<file path="config.mk">
export PLATFORM = sky130hd
export DESIGN_NAME = pc_unit_ras
export DESIGN_NICKNAME = d
export VERILOG_FILES = /design/src/rtl/pc_unit_ras.sv
export SDC_FILE = /design/constraint.sdc
export NUM_CORES = 1
export LEC_CHECK = 0
export CORE_ASPECT_RATIO = 1.1
export CORE_MARGIN = 2
export CORE_UTILIZATION = 40
export DETAILED_ROUTE_END_ITERATION = 10
export PLACE_DENSITY_LB_ADDON = 0.1
export SLEW_MARGIN = 20
export SYNTH_ARGS = -nofsm -noshare
export SYNTH_HDL_FRONTEND = slang
export SYNTH_SLANG_ARGS = --single-unit
export TNS_END_PERCENT = 20
</file>
<file path="constraint.sdc">
create_clock -name clk -period 3.3 [get_ports clk]
set_clock_uncertainty 0.2 [all_clocks]
set_input_delay 0.825 -clock clk [delete_from_list [all_inputs] [get_ports clk]]
set_output_delay 0.825 -clock clk [all_outputs]
set_load 0.005 [all_outputs]
</file>
<file path="src/rtl/pc_unit_ras.sv">
// Fetch-stage program counter with sticky halt, stall hold, branch redirect
// and a circular return-address stack for call/ret.
module pc_unit_ras #(
    parameter int unsigned WIDTH     = 16,
    parameter int unsigned STEP      = 2,
    parameter logic [15:0] RESET_VEC = 16'h0,
    parameter int unsigned RAS_DEPTH = 4
) (
    input  logic             clk,
    input  logic             rst,
    input  logic             halt_req,
    input  logic             resume,
    input  logic             stall,
    input  logic             redirect_valid,
    input  logic [WIDTH-1:0] redirect_addr,
    input  logic             call,
    input  logic             ret,
    output logic [WIDTH-1:0] pc_out,
    output logic [WIDTH-1:0] pc_seq,
    output logic             halted,
    output logic             ras_empty,
    output logic             ras_full,
    output logic             ras_ovf,
    output logic             ras_unf
);
    localparam int unsigned PTR_W = $clog2(RAS_DEPTH);
    localparam int unsigned CNT_W = $clog2(RAS_DEPTH + 1);

    logic [WIDTH-1:0] pc_q, pc_d;
    logic             halted_q, halted_d;
    logic [PTR_W-1:0] ptr_q, ptr_d;
    logic [CNT_W-1:0] cnt_q, cnt_d;
    logic             ovf_q, ovf_d;
    logic             unf_q, unf_d;
    logic [WIDTH-1:0] ras_q [RAS_DEPTH];
    logic [WIDTH-1:0] ras_d [RAS_DEPTH];

    logic             hold;
    logic [PTR_W-1:0] top_idx;

    assign pc_seq  = pc_q + WIDTH'(STEP);
    assign top_idx = ptr_q - PTR_W'(1);

    // Next-state: hold freezes everything; otherwise ret > redirect > sequential
    always_comb begin
        hold     = halt_req | (halted_q & ~resume) | stall;
        halted_d = halt_req | (halted_q & ~resume);
        pc_d     = pc_q;
        ptr_d    = ptr_q;
        cnt_d    = cnt_q;
        ovf_d    = 1'b0;
        unf_d    = 1'b0;
        ras_d    = ras_q;
        if (!hold) begin
            if (ret) begin
                if (cnt_q == CNT_W'(0)) begin
                    pc_d  = pc_seq;
                    unf_d = 1'b1;
                end else begin
                    pc_d  = ras_q[top_idx];
                    ptr_d = top_idx;
                    cnt_d = cnt_q - CNT_W'(1);
                end
            end else if (redirect_valid) begin
                pc_d = redirect_addr;
                if (call) begin
                    ras_d[ptr_q] = pc_seq;
                    ptr_d        = ptr_q + PTR_W'(1);
                    // Full stack: pointer wrap overwrites the oldest entry
                    if (cnt_q == CNT_W'(RAS_DEPTH)) begin
                        ovf_d = 1'b1;
                    end else begin
                        cnt_d = cnt_q + CNT_W'(1);
                    end
                end
            end else begin
                pc_d = pc_seq;
            end
        end
    end

    always_ff @(posedge clk or posedge rst) begin
        if (rst) begin
            pc_q     <= WIDTH'(RESET_VEC);
            halted_q <= 1'b0;
            ptr_q    <= '0;
            cnt_q    <= '0;
            ovf_q    <= 1'b0;
            unf_q    <= 1'b0;
        end else begin
            pc_q     <= pc_d;
            halted_q <= halted_d;
            ptr_q    <= ptr_d;
            cnt_q    <= cnt_d;
            ovf_q    <= ovf_d;
            unf_q    <= unf_d;
        end
    end

    // Stack contents carry no reset; validity is tracked by cnt_q
    always_ff @(posedge clk) begin
        ras_q <= ras_d;
    end

    assign pc_out    = pc_q;
    assign halted    = halted_q;
    assign ras_ovf   = ovf_q;
    assign ras_unf   = unf_q;
    assign ras_empty = (cnt_q == CNT_W'(0));
    assign ras_full  = (cnt_q == CNT_W'(RAS_DEPTH));

endmodule
</file>
==> Flow_metrics.wiki <==
{| class="wikitable"
! Metric !! Value
|-
| Outcome || finished clean
|-
| Kind of end point of the critical path || output pin
|-
| Area post-placement || 0.00499 mm^2
|-
| Class of the tightest hold or removal check || reg -> reg
|-
| Final layout net count || 406
|-
| Total number of clock tree sinks || 88
|-
| Synthesized area divided by synthesized cell count || 14.3 um^2
|-
| Maximum number of pins on one net before global-route repair || 30
|-
| Initial standard-cell utilization of the core || 0.413
|-
| Post-synth EDFFs || 64
|-
| Final period util || 0.998
|-
| Max-cap violation count || 0
|-
| Distinct cell type count after synthesis || between 50 and 60
|-
| P_leak || 1.98 nW
|-
| Final weighted congestion of routability-driven global placement || 0.822
|-
| Reg2Reg Launch Point || ptr_q[1]
|-
| Post-route worst hold slack || 334 ps
|-
| Master cell of the clock root buffer || sky130_fd_sc_hd__clkbuf_8
|-
| R2R depth || 6
|-
| Die height || 110 um
|-
| Worst Setup Path Type || reg -> out
|-
| Area occupied by registers || 0.00253 mm^2
|-
| Synthesis-to-finish area growth || 30.7%
|-
| Instance count of the mapped netlist || 288
|-
| Antenna Nets Post-Route || 0
|-
| Estimated wirelength of the detail-placed design || 6820 um
|-
| Count of TritonRoute iterations in the first routing pass || 4
|-
| Number of warning messages in the yosys log || 0
|-
| Max-slew violation total from the final report || 0
|-
| Number of antenna cells inserted || 0
|-
| RSZ-0062 raised after global routing || yes
|-
| Share of cells above drive strength 1 || 0.244
|-
| Min cycle time layout || between 3000 and 4000 ps
|-
| Total power divided by cell area || 779 mW/mm^2
|-
| # DRC || 0
|-
| Most frequent cells in the layout || 64 x sky130_fd_sc_hd__edfxtp_1, 57 x sky130_fd_sc_hd__clkdlybuf4s50_1, 34 x sky130_fd_sc_hd__buf_4
|-
| Register bit count reported by yosys || between 80 and 90
|-
| Global-route usage over all layers || 0.199
|-
| Maximum level of the CTS H-tree || 3
|-
| Detail-routed via count per cell || 5.63
|-
| Critical path launch point type || register
|-
| Worst Tran Pin Value || 958 ps
|-
| Clock buffers created by TritonCTS || 9
|-
| Critical Path Sink || pc_seq[12]
|-
| Core Util, Final || 0.540
|-
| Horizontal die dimension || 101 um
|-
| Register-to-register setup slack || 670 ps
|-
| Post-layout total power || 0.00418 W
|-
| Seq/Total Area, Yosys || 0.614
|-
| Maximum fanout along the worst path || 6
|-
| Iter 0 DRT Violations || 164
|-
| Hold violation count in the final report || 0
|-
| Overall routed net length || 10,400 um
|-
| Critical path origin || pc_out[4]
|-
| Initial antenna violation count || 0
|-
| Overall via count from detail_route || 2,819
|-
| Bufs on Longest Clock Path || 2
|-
| Number of global-route vias before repair || 2,851
|-
| Area of combinational cells with multiple inputs || 0.00155 mm^2
|-
| Area of all placed cells without fillers || 0.00537 mm^2
|-
| Sum Neg Setup Slack || 0 ps
|-
| Ports || a little over 60
|-
| Syn Std Cell Area || a little over 0.004 mm^2
|-
| Maximum clock frequency || 304 MHz
|-
| Most common cell after layout, fill and taps aside || sky130_fd_sc_hd__edfxtp_1
|-
| Number of rows created at floorplan || 38
|-
| Residual overflow from global routing || 0
|-
| Total setup violations reported at the end of the flow || 0
|-
| TritonCTS clock tree || yes
|-
| Reg-to-Reg End || pc_out[1]
|-
| CP arrival || 2270 ps
|-
| Fill cell instance count of the final layout || 831
|-
| Hold buffer count at CTS || 0
|-
| Share of flip-flops with an asynchronous set or reset after synthesis || 0.273
|-
| First-pass GRT wire length || 16,000 um
|-
| Clk Latency, worst-skew pair || 360 ps
|-
| Clock-pin slew on the worst setup and hold paths || 90 ps
|-
| Critical path required time || 2270 ps
|-
| Routed WL per cell || just over 20 um
|-
| Peak VDD IR || around 320 uV
|-
| Area of the placeable core || 0.00994 mm^2
|-
| Full die area || 0.0111 mm^2
|-
| Worst slew margin relative to its limit || 0.360
|-
| Number of nets in the synthesized netlist || about 320
|-
| Number of input and output port buffers inserted || 60
|-
| Flip-flop cell with the highest count after synthesis || sky130_fd_sc_hd__edfxtp_1
|}
==> layout make-up <==
type / instances / area share
multi-input cells: 164 / 0.289
repair buffers: 96 / 0.167
clock buffers: 11 / 0.0245
inverters: 17 / 0.0119
flip-flops and latches: 88 / 0.471
well taps: 120 / 0.0280
clock inverters: 5 / 0.00885
==> per-layer routing <==
| layer | vias up | GRT usage | share of wire |
|---|---|---|---|
| li1 | 1292 | - | - |
| met1 | 1444 | 0.270 | 0.46 |
| met2 | 70 | 0.314 | 0.47 |
| met3 | 13 | 0.0441 | 0.044 |
| met4 | 0 | 0.0744 | 0.020 |
| met5 | - | 0 | 0 |
==> power breakdown <==
group / leakage [nW] / switching [W] / internal, W
logic: 1.02 / 0.000850 / 0.00100
clock network: 0.0922 / 0.000374 / 0.000343
registers: 0.860 / 0.000175 / 0.00144
total: 1.98 / 0.00140 / 0.00278
==> flip-flops by register name, indices dropped and copies added (netlist names) <==
register	flops
halted	1
ptr_q	2
pc_out	16
ras_ovf	1
ras_unf	1
ras_q	64
cnt_q	3
==> synthesized netlist by cell type, drive strengths merged, types with 6 or more instances <==
master | count | share of area
a21oi | 7 | 0.0085
a22oi | 7 | 0.013
buf | 9 | 0.013
clkbuf | 10 | 0.0091
dfrtp | 24 | 0.15
edfxtp | 64 | 0.47
inv | 17 | 0.016
mux4 | 16 | 0.088
nand2 | 11 | 0.010
nand3 | 6 | 0.0073
o211ai | 6 | 0.011
o21ai | 10 | 0.012
o31a | 6 | 0.013
xnor2 | 11 | 0.023
==> worst max-delay path, stage by stage, from the launching register on <==
cell	delay, ps
sky130_fd_sc_hd__dfrtp_2	450
sky130_fd_sc_hd__nand4_4	130
sky130_fd_sc_hd__or4_4	590
sky130_fd_sc_hd__xnor2_4	210
sky130_fd_sc_hd__clkdlybuf4s50_1	530
==> metrics by stage <==
stage,worst slack [ps],std cells
5_1_grt,-77.3,501
6_report,6.13,501
2_1_floorplan,575,288
3_3_place_gp,169,476
4_1_cts,-45.3,495
3_5_place_dp,140,476
==> worst min-delay path by stage <==
stage | start | to | slack, ps | cells past startpoint
after global placement | cnt_q[2] | cnt_q[2] | 310 | 1
final | cnt_q[2] | cnt_q[2] | 330 | 1
after detailed placement | cnt_q[2] | cnt_q[2] | 330 | 1
after CTS | cnt_q[2] | cnt_q[2] | 340 | 1
after floorplan | cnt_q[2] | cnt_q[2] | 290 | 1
after global routing | cnt_q[2] | cnt_q[2] | 360 | 1
==> cells by family (layout without fill, tap and decap cells) <==
family          count (synthesis)  in the layout  synth area share
mux                            20             20            0.0974
flops                          88             88             0.614
simple gates                   60             60            0.0895
buf+inv                        36            129            0.0381
compound gates                 64             64             0.111
xor+xnor                       14             14            0.0298
fa+ha+maj                       6              6            0.0201
==> repair_timing <==
action	CTS	global route
setup endpoints to repair	8	7
gates resized for setup	16	11
buffers inserted	3	6
pin swaps	5	4
No activity file was read; power rests on OpenSTA's default activity.
